### config.mk
export PLATFORM = sky130hd
export DESIGN_NAME = corrector_hamming
export DESIGN_NICKNAME = d
export VERILOG_FILES = /design/src/rtl/corrector_hamming.sv
export SDC_FILE = /design/constraint.sdc
export NUM_CORES = 1
export LEC_CHECK = 0
export CORE_MARGIN = 2
export CORE_UTILIZATION = 55
export CTS_BUF_LIST = sky130_fd_sc_hd__clkbuf_2
export DETAILED_ROUTE_END_ITERATION = 10
export HOLD_SLACK_MARGIN = 0.1
export MAX_ROUTING_LAYER = met4
export PLACE_DENSITY_LB_ADDON = 0.12
export SETUP_SLACK_MARGIN = 0.1
export SLEW_MARGIN = 20
export SYNTH_ARGS = -nofsm -noshare
export SYNTH_HDL_FRONTEND = slang
export SYNTH_SLANG_ARGS = --single-unit
### constraint.sdc
create_clock -name clk -period 3.4 [get_ports clk]
set_clock_uncertainty 0.15 [all_clocks]
set_input_delay 0.34 -clock clk [delete_from_list [all_inputs] [get_ports clk]]
set_output_delay 0.34 -clock clk [all_outputs]
set_load 0.01 [all_outputs]
### src/rtl/corrector_hamming.sv
// SECDED (8,4) correction stage: classifies each received word from its syndrome,
// repairs single errors, flags double errors and keeps saturating error counters.
module corrector_hamming #(
  parameter int CNT_W = 8
) (
  input  logic             clk,
  input  logic             rst,
  input  logic             in_valid,
  output logic             in_ready,
  input  logic [7:0]       palabra_rx,
  input  logic [3:0]       sindrome,
  input  logic             clr_cnt,
  output logic             out_valid,
  input  logic             out_ready,
  output logic [3:0]       dato,
  output logic [1:0]       tipo_error,
  output logic [2:0]       pos_error,
  output logic [CNT_W-1:0] cnt_simple,
  output logic [CNT_W-1:0] cnt_doble
);

  typedef enum logic [1:0] {
    TIPO_NONE   = 2'b00,
    TIPO_SIMPLE = 2'b01,
    TIPO_DOBLE  = 2'b10
  } tipo_e;

  localparam logic [CNT_W-1:0] CNT_MAX = '1;

  logic             s1Valid_q;
  logic [7:0]       s1Word_q;
  logic [3:0]       s1Synd_q;

  logic             s2Valid_q;
  logic [3:0]       dato_q;
  tipo_e            tipo_q;
  logic [2:0]       pos_q;

  logic [CNT_W-1:0] cntSimple_q, cntSimple_d;
  logic [CNT_W-1:0] cntDoble_q,  cntDoble_d;

  logic             s2Load;
  logic             inAccept;
  logic             outFire;

  logic [2:0]       synd;
  logic             parityErr;
  logic [3:0]       dataRaw;
  logic [3:0]       flipMask;
  logic [3:0]       dato_d;
  tipo_e            tipo_d;
  logic [2:0]       pos_d;

  // Parity bits p0..p2 are already folded into the syndrome upstream.
  logic             unusedParityBits;
  assign unusedParityBits = ^{s1Word_q[3], s1Word_q[1], s1Word_q[0]};

  assign s2Load   = s1Valid_q & (~s2Valid_q | out_ready);
  assign in_ready = ~s1Valid_q | s2Load;
  assign inAccept = in_valid & in_ready;
  assign outFire  = s2Valid_q & out_ready;

  assign synd      = s1Synd_q[2:0];
  assign parityErr = s1Synd_q[3] ^ s1Word_q[7];
  assign dataRaw   = {s1Word_q[6], s1Word_q[5], s1Word_q[4], s1Word_q[2]};

  // A syndrome of k points at word bit k-1; only hits on data bits 6,5,4,2 touch dato.
  always_comb begin
    flipMask = 4'b0000;
    tipo_d   = TIPO_NONE;
    pos_d    = 3'd0;
    if (parityErr) begin
      tipo_d   = TIPO_SIMPLE;
      flipMask = {synd == 3'd7, synd == 3'd6, synd == 3'd5, synd == 3'd3};
      if (synd == 3'd0) begin
        pos_d = 3'd7;
      end else begin
        pos_d = synd - 3'd1;
      end
    end else if (synd != 3'd0) begin
      tipo_d = TIPO_DOBLE;
    end
    dato_d = dataRaw ^ flipMask;
  end

  always_ff @(posedge clk or posedge rst) begin
    if (rst) begin
      s1Valid_q <= 1'b0;
      s1Word_q  <= 8'h00;
      s1Synd_q  <= 4'h0;
    end else begin
      if (inAccept) begin
        s1Word_q <= palabra_rx;
        s1Synd_q <= sindrome;
      end
      if (inAccept) begin
        s1Valid_q <= 1'b1;
      end else if (s2Load) begin
        s1Valid_q <= 1'b0;
      end
    end
  end

  always_ff @(posedge clk or posedge rst) begin
    if (rst) begin
      s2Valid_q <= 1'b0;
      dato_q    <= 4'h0;
      tipo_q    <= TIPO_NONE;
      pos_q     <= 3'd0;
    end else begin
      if (s2Load) begin
        s2Valid_q <= 1'b1;
        dato_q    <= dato_d;
        tipo_q    <= tipo_d;
        pos_q     <= pos_d;
      end else if (outFire) begin
        s2Valid_q <= 1'b0;
      end
    end
  end

  // Clear wins over a same-cycle increment; counts stick at the maximum.
  always_comb begin
    cntSimple_d = cntSimple_q;
    cntDoble_d  = cntDoble_q;
    if (clr_cnt) begin
      cntSimple_d = '0;
      cntDoble_d  = '0;
    end else if (outFire) begin
      if (tipo_q == TIPO_SIMPLE && cntSimple_q != CNT_MAX) begin
        cntSimple_d = cntSimple_q + 1'b1;
      end
      if (tipo_q == TIPO_DOBLE && cntDoble_q != CNT_MAX) begin
        cntDoble_d = cntDoble_q + 1'b1;
      end
    end
  end

  always_ff @(posedge clk or posedge rst) begin
    if (rst) begin
      cntSimple_q <= '0;
      cntDoble_q  <= '0;
    end else begin
      cntSimple_q <= cntSimple_d;
      cntDoble_q  <= cntDoble_d;
    end
  end

  assign out_valid  = s2Valid_q;
  assign dato       = dato_q;
  assign tipo_error = tipo_q;
  assign pos_error  = pos_q;
  assign cnt_simple = cntSimple_q;
  assign cnt_doble  = cntDoble_q;

endmodule

==> results.md, run 1 <==
Clocking:
- The buffer type at the clock tree root is sky130_fd_sc_hd__clkbuf_2.
- The later pin in the worst-skew pair is clocked with a latency of 0.38 ns.
- The number of gates resized after CTS was 0.
- The clock-pin transition on the worst setup and hold timing paths is 0.19 ns.
- In this run the number of H-tree levels came out at 2.
- After clock tree synthesis, the setup repair step added 0 buffers.
- TritonCTS built the clock tree.
- The clock net in this run drives a total of 36 sinks.
- In this run the deepest clock path goes through 2 buffers.
- Buffers inserted to repair hold after CTS numbered 0.
- The number of buffers created by CTS is 5.

Die:
- The area of the core is 0.00308 sq mm.
- Once the floorplan was initialized, standard cells occupied 58.7% of the core.
- The die covers 0.00376 sq mm.
- The vertical die dimension is 61.3 um.
- In this run the count of I/O pins placed on the die edge is 44.
- The die is 61.3 um wide.
- The floorplan has 20 rows.

Global routing:
- The overall overflow remaining after global route is 0.
- The number of antenna violations at the first check in global routing is 0.
- The overall routing resource usage is 22.0%.
- The via count of the first global-routing pass is 1,323.
- Entering global routing, the biggest net connects 20 pins.
- The wire length of the first global-routing pass is 5780 um.

Timing:
- The worst pin sits at a relative slew slack of 55.6%.
- Setup repair after global routing left no endpoint under its margin.
- The final-report max-slew violation count is 0.
- The final period demand of the worst path is 2.17 ns.
- The number of endpoints with negative hold slack in the final report is 0.
- Setup violations remaining at the end of the flow were counted as 0.
- The sum of negative setup slack is 0 ns.
- The final clock period utilization by the worst path is 63.8%.
- At the pin with the least slew margin, the transition time is 0.665 ns.
- The maximum frequency from static timing analysis is 461 MHz.

Power and ir drop:
- In this run, the clock network consumes 19.7% of the power.
- The fraction of power consumed by combinational cells is 25.5%.
- The fraction of power spent switching nets is 31.2%.
- The maximum ir drop on the vdd rail is 0.000268 V.
- Cell internal power was estimated by the tool at 0.000663 W.
- The ratio of total power to cell area is 420 mW/mm^2.
- In this run the power spent charging and discharging nets is 0.000300 W.
- The analysis attributes to cell leakage a power of 0.987 nW.
- The sequential cell fraction of total power is 54.8%.

Synth:
- The synthesized area per cell is 11.4 sq um.
- The cell type with the highest aggregate area in the netlist is sky130_fd_sc_hd__dfrtp_1.
- The async set-reset flop share out of synthesis is 100%.
- The xor and xnor area share after synthesis is 7.27%.
- The synthesized design devotes to its leading area cell type 49.8% of total area.
- The register bit total from synthesis is 36.
- After synthesis, flip-flops and latches occupy 49.8% of the total area.
- Multiplexer cells account for 7.27% of the synthesized area.
- The simple-gate portion of the synthesized area is 17.4%.
- By count the netlist is led by 36 x sky130_fd_sc_hd__dfrtp_1, 12 x sky130_fd_sc_hd__nor2_1, 11 x sky130_fd_sc_hd__nand2_1, 11 x sky130_fd_sc_hd__xor2_1, 9 x sky130_fd_sc_hd__mux2_2.
- The synthesized netlist cell count is 159.
- The number of different library cells used by synthesis comes to 42.
- Yosys printed 0 warnings.
- The count of flip-flops with a built-in enable after synthesis is 0.
- The largest family of logic cells by synthesized area is simple AND/OR/NAND/NOR gates.
- Summing the areas of all compound-gate instances in the mapped netlist gives 11.6% of the synthesized area.
- Counting every net in the synthesized netlist gives 183.
- The area of the mapped netlist is 0.00181 sq mm.
- By area the synthesized netlist is led by sky130_fd_sc_hd__dfrtp_1 50%, sky130_fd_sc_hd__mux2_2 5.6%, sky130_fd_sc_hd__xor2_1 5.3%.
- Summing the areas of all fa, ha and maj instances in the mapped netlist gives 4.84% of the synthesized area.
- The library cell with the highest instance count after synthesis is sky130_fd_sc_hd__dfrtp_1.
- The primary flip-flop cell chosen by synthesis mapping is sky130_fd_sc_hd__dfrtp_1.

Place:
- After legalization and detailed placement, the total HPWL measured 2680 um.
- The cell count after placement is 240.
- Port buffering added 40 buffers.
- At the end of routability-driven placement, the weighted congestion stood at 0.878.

Worst setup path:
- The critical path launch point type is an input port.
- The worst setup path is captured at a primary output.
- In this run the worst path has a maximum fanout of 5.
- The data required time at the worst endpoint is 2.91 ns.
- The critical setup path kind is in -> out.
- The data arrival time of the worst path is 1.68 ns.

Final layout:
- For this run, the number of standard cells in the final layout without fillers is 248.
- The multi-input combinational cell area is 876 sq um.
- The ratio of cells with drive above 1 in the final layout is 13.2%.
- The layout net count is 227.
- Compared with the post-synthesis result, the final layout area differs by 26.9%.
- The layout filler cell count is 232.
- The number of diodes is 0.
- Across the whole layout, storage elements account for 901 sq um.

Detailed routing:
- For this run, design rule violations remaining after detail routing come to 0.
- The number of design-rule violations left by the first detailed-router iteration is 57.
- The wire length after detailed routing is 3460 um.
- The average detailed-routed wire length per instance is 14.0 um.
- Before antenna repair, the detailed router went through 4 iterations.
- The via count is 1,347.
- After detailed routing, the number of vias per cell comes to 5.43.
- The residual antenna-violating net count after detailed routing is 0.

Worst hold path:
- The tightest min-delay check is of the in -> async type.

Status:
- The flow ran to the end, and the final reports show no timing, DRC or antenna violations.

Job:
- Across the run, the number of max-cap violations was 0.
-- power groups by stage --
stage | Clock [W] | Sequential, W | Combinational (W)
floorplan | 0 | 0.000545 | 0.000117
global placement | 0 | 0.000533 | 0.000237
detailed placement | 0 | 0.000537 | 0.000249
CTS | 0.000194 | 0.000528 | 0.000250
global route | 0.000207 | 0.000538 | 0.000268
finish | 0.000189 | 0.000528 | 0.000246
-- cells by family (layout without fill, tap and decap cells) --
family,count (synthesis),in the layout
AND/OR/NAND/NOR,55,55
flip-flops,36,36
AO/OA/AOI/OAI,26,26
XOR/XNOR,15,15
multiplexers,12,12
buffers and inverters,8,53
adder cells (fa/ha/maj),7,7
-- worst paths after layout --
check                        startpoint            to  slack, ns  depth (start not counted)
min in group clk                dato[1]       dato[1]       0.35                          2
max in group asynchronous           rst   s1Synd_q[0]       2.21                          3
setup reg to reg           cnt_doble[0]  cnt_doble[6]       1.63                          5
hold / removal                      rst  pos_error[1]       0.16                          2
setup / recovery              out_ready      in_ready       1.23                          3
hold reg to reg                 dato[1]       dato[1]       0.35                          2
-- flip-flops by register name, summed over array words and instances (netlist names) --
name        cells
out_valid       1
cnt_doble       8
s1Synd_q        4
pos_error       3
dato            4
tipo_error      2
s1Word_q        5
s1Valid_q       1
cnt_simple      8
-- metrics by stage --
stage | hold slack (ns) | area [sq um] | power (W) | setup WS, ns | utilization [%]
after global routing | 0.245 | 2290 | 0.00101 | 1.19 | 74.5
after detailed placement | 0.329 | 2250 | 0.000785 | 1.24 | 73.3
after CTS | 0.178 | 2290 | 0.000972 | 1.22 | 74.5
after global placement | 0.313 | 2250 | 0.000770 | 1.24 | 73.3
final | 0.161 | 2290 | 0.000963 | 1.23 | 74.5
after floorplan | 0.298 | 1810 | 0.000662 | 1.81 | -
-- final cells by class --
| class | instances | area share, % |
|---|---|---|
| Multi-Input combinational cell | 115 | 38.2 |
| Sequential cell | 36 | 39.3 |
| Clock inverter | 3 | 0.600 |
| Clock buffer | 5 | 1.09 |
| Timing Repair Buffer | 41 | 17.8 |
| Tap cell | 44 | 2.40 |
| Inverter | 4 | 0.655 |
-- layout by cell type (no fill, tap or decap), types with 6 or more instances in the layout --
master | synthesis | routed
sky130_fd_sc_hd__clkdlybuf4s50_1 | 0 | 40
sky130_fd_sc_hd__dfrtp_1 | 36 | 36
sky130_fd_sc_hd__nor2_1 | 12 | 12
sky130_fd_sc_hd__nand2_1 | 11 | 11
sky130_fd_sc_hd__xor2_1 | 11 | 11
sky130_fd_sc_hd__mux2_2 | 9 | 9
sky130_fd_sc_hd__ha_1 | 7 | 7
sky130_fd_sc_hd__o21ai_0 | 6 | 6
sky130_fd_sc_hd__nand3_1 | 6 | 6
-- layer usage --
metal  up-vias  track usage (%)  routed length [um]
met1       648             22.7                1400
li1        654                -                   -
met5         -                -                   0
met4         0             10.0                  69
met2        38             39.5                1840
met3         7             4.83                 151
-- critical path: stages --
cell and delay, ns:
sky130_fd_sc_hd__clkdlybuf4s50_1 0.58, sky130_fd_sc_hd__nand3b_1 0.20, sky130_fd_sc_hd__clkdlybuf4s50_1 0.56
Note: power is estimated with default switching activity, not from simulation.
==> run 2: changes to the inputs <==
CORE_UTILIZATION = 46   (was 55)
clock period = 1.9 ns   (was 3.4 ns; I/O delays follow)
==> run 2 against run 1 <==
Sequential share of layout area fell by 1.2 points. Highest routed layer unchanged. Utilization down 10 points. Combinational power grew 92%. Critical path type is now reg -> out. Critical endpoint is now out_valid. Clock power is 67% higher. Via count rose by 2.0%. Total power increased by 80%. Routed wire length grew 1.6%. First-iteration DRC count increased by 28%. Largest power group unchanged. Sequential cell count is the same. Hold slack improved by 0.10 ns. Non-clock buffer count rose by 10.
==> results.md, run 2 (synthesis gave the netlist of run 1 again) <==
Final layout:
- The storage element area is 908 sq um (+0.83%).
- The number of diodes is 0 (unchanged).
- The multi-input combinational cell area is 881 sq um (+0.57%).
- The ratio of cells with drive above 1 in the final layout was 19.7% (+6.5 points).
- Leaving out fill and tap cells, the most frequent cells in the layout are 38 x sky130_fd_sc_hd__clkdlybuf4s50_1, 30 x sky130_fd_sc_hd__dfrtp_1, 11 x sky130_fd_sc_hd__nand2_1, 11 x sky130_fd_sc_hd__xor2_1, 11 x sky130_fd_sc_hd__nor2_1.
- The final cell count without fillers is 261 (+5.2%).
- The final instance area is 0.00238 sq mm (+3.9%).
- The layout net count is 237 (+4.4%).
- Leaving out fill and tap cells, the most frequent cell in the layout is sky130_fd_sc_hd__clkdlybuf4s50_1.
- The area added between synthesis and finish is 31.8%.
- The layout filler cell count came to 322 (+39%).

Global routing:
- The met2 track utilization from global routing is 33.8% (-5.8 points).
- The busiest layer in global routing is met2.
- The met1 capacity usage during global routing came to 21.0% (-1.6 points).
- The overall overflow remaining after global route is 0 (unchanged).
- The number of antenna violations at the first check in global routing is 0 (unchanged).
- The via count of the first global-routing pass came to 1,406 (+6.3%).
- The overall routing resource usage is 19.3% (-2.7 points).
- The global-route met3 utilization was 4.05% (-0.78 points).
- The wire length of the first global-routing pass was 6220 um (+7.6%).
- The maximum number of pins on one net before global-route repair is 37 (+85%).

Place:
- The cell count after placement was 246 (+2.5%).
- The estimated wirelength of the detail-placed design is 2610 um (-2.9%).
- The count of buffers from port buffering is 40 (unchanged).
- The post-detailed-placement cell area is 0.00227 sq mm (+0.89%).
- The routability congestion estimate is 0.849 (-3.4%).

Worst setup path:
- The worst setup path is launched from a register.
- The count of buffer and inverter cells on the critical path is 1 (-1).
- STA classifies the critical path endpoint as a primary output.
- The biggest cell delay along the critical path is 0.55 ns (-0.03 ns).
- The data required time at the worst endpoint is 1.56 ns (-1.35 ns).
- The cell family contributing the most delay on the critical path is buffers and inverters.
- The critical-path cell with the highest stage delay is sky130_fd_sc_hd__clkdlybuf4s50_1.
- The critical-path maximum fanout is 6 (+1).
- The data arrival time of the worst path is 1.39 ns (-0.29 ns).
- The critical path is of the reg -> out type.
- The slack of the worst reg-to-reg path is 0.23 ns (-1.40 ns).
- Traced cell by cell, the critical path runs through clkdlybuf4s50_1.

Power and ir drop:
- The ratio of total power to cell area is 725 mW/mm^2 (+73%).
- The power after layout is 0.00173 W (+80%).
- The maximum ir drop on the vdd rail is 0.000465 V (+73%).
- The leakage component of the power is 1.03 nW (+4.4%).

Worst hold path:
- The worst hold path class is in -> reg.

Detailed routing:
- The residual antenna-violating net count after detailed routing came to 0 (unchanged).
- The via density per instance was 5.26 (-3.1%).
- The wire length after detailed routing came to 3520 um (+1.6%).
- The average detailed-routed wire length per instance is 13.5 um (-3.4%).
- The detailed-routing iteration count for the pre-antenna-repair pass is 4 (unchanged).
- The via count was 1,374 (+2.0%).
- The number of design-rule violations left by the first detailed-router iteration is 73 (+28%).
- The final routed DRC violation total was 0 (unchanged).

Die:
- The vertical die dimension came to 66.7 um (+8.7%).
- The effective utilization at floorplan is 48.7% (-10 points).
- The number of rows created at floorplan is 22 (+10%).
- The floorplan die area is 0.00445 sq mm (+18%).
- The horizontal die dimension is 66.7 um (+8.7%).
- The area of the core is 0.00372 sq mm (+21%).
- The number of top-level design ports is 44 (unchanged).

Timing:
- Setup repair after global routing could not meet its margin everywhere.
- The final clock period utilization by the worst path is 90.9%.
- The worst max-slew margin expressed relative to the limit is 60.7% (+5.1 points).
- The minimum hold slack was 0.261 ns (+0.100 ns).
- The sum of negative setup slack is 0 ns (unchanged).
- The number of endpoints with negative hold slack in the final report is 0 (unchanged).
- The final-report max-slew violation count is 0 (unchanged).
- Subtracting the final worst setup slack from the clock period gives 1.73 ns.
- The slew at the pin with the worst max-slew slack is 0.587 ns (-0.0774 ns).
- The final setup violation count is 0 (unchanged).
- The maximum frequency from static timing analysis is 579 MHz.

Clocking:
- The maximum buffer depth of the clock tree is 2 (unchanged).
- The clock latency at the later pin of the worst-skew pair is 0.37 ns (about the same).
- The buffer type at the clock tree root is sky130_fd_sc_hd__clkbuf_2.
- The TritonCTS clock tree is built.
- The number of buffers created by CTS is 5 (unchanged).
- The total number of clock tree sinks is 36 (unchanged).
- The H-tree level count is 2 (unchanged).
- The clock-pin transition on the worst setup and hold timing paths came to 0.17 ns (-0.02 ns).

Status:
- The flow ran to the end, and the final reports show no timing, DRC or antenna violations.

Job:
- The total of max-cap violations came to 0 (unchanged).
==> run 2: changes by cell type in the layout (fill, tap and decap cells not counted) <==
cell and change:
sky130_fd_sc_hd__dfrtp_2 +6, sky130_fd_sc_hd__dlymetal6s2s_1 +1, sky130_fd_sc_hd__ha_2 +1, sky130_fd_sc_hd__clkdlybuf4s50_1 -2, sky130_fd_sc_hd__ha_1 -1, sky130_fd_sc_hd__dlygate4sd3_1 +1, sky130_fd_sc_hd__dlygate4sd2_1 +1, sky130_fd_sc_hd__buf_4 +9
sky130_fd_sc_hd__clkinv_1 +1, sky130_fd_sc_hd__dfrtp_1 -6, sky130_fd_sc_hd__clkinv_2 -2, sky130_fd_sc_hd__nor2_1 -1, sky130_fd_sc_hd__nor2_2 +1
==> run 2: worst paths after layout <==
path                                from             to  depth (start not counted)
max in group asynchronous            rst   cnt_doble[6]                          4
max reg2reg                 cnt_doble[1]   cnt_doble[1]                          5
min reg2reg                 pos_error[0]   pos_error[0]                          1
min in group asynchronous            rst  cnt_simple[1]                          4
max                            out_valid      out_valid                          1
min                        palabra_rx[6]    s1Word_q[6]                          2
==> run 2: final cells by class <==
type / count / area share (%)
Clock buffer: 5 / 1.05
Clock inverter: 2 / 0.315
Inverter: 4 / 0.630
Multi-Input combinational cell: 115 / 37.0
Sequential cell: 36 / 38.1
Tap cell: 48 / 2.52
Timing Repair Buffer: 51 / 20.4
==> run 2: through the flow <==
step                setup slack, ns  utilization, %
detailed placement          -0.0547            61.2
floorplan                     0.315               -
global placement            0.00822            61.2
finish                        0.174            64.1
global route                  0.104            64.1
CTS                           0.103            62.4
==> run 2: timing repair <==
action,4_1_cts,5_1_grt
hold buffers,1,0
endpoints found under the hold margin,36,0
gates resized for setup,4,6
endpoints found under the setup margin,4,13
buffers inserted,0,7
==> run 2: routing by layer <==
metal	share of wire, %	up-vias	wire length [um]
li1	-	677	-
met1	41	657	1440
met2	53	35	1870
met3	4.2	5	148
met4	1.7	0	59
met5	0	-	0
==> run 2: report_power, final <==
group	leakage [nW]	switching (W)	internal, W
Sequential	0.453	0.0000791	0.000861
Clock	0.0239	0.000240	0.0000758
Combinational	0.553	0.000202	0.000271
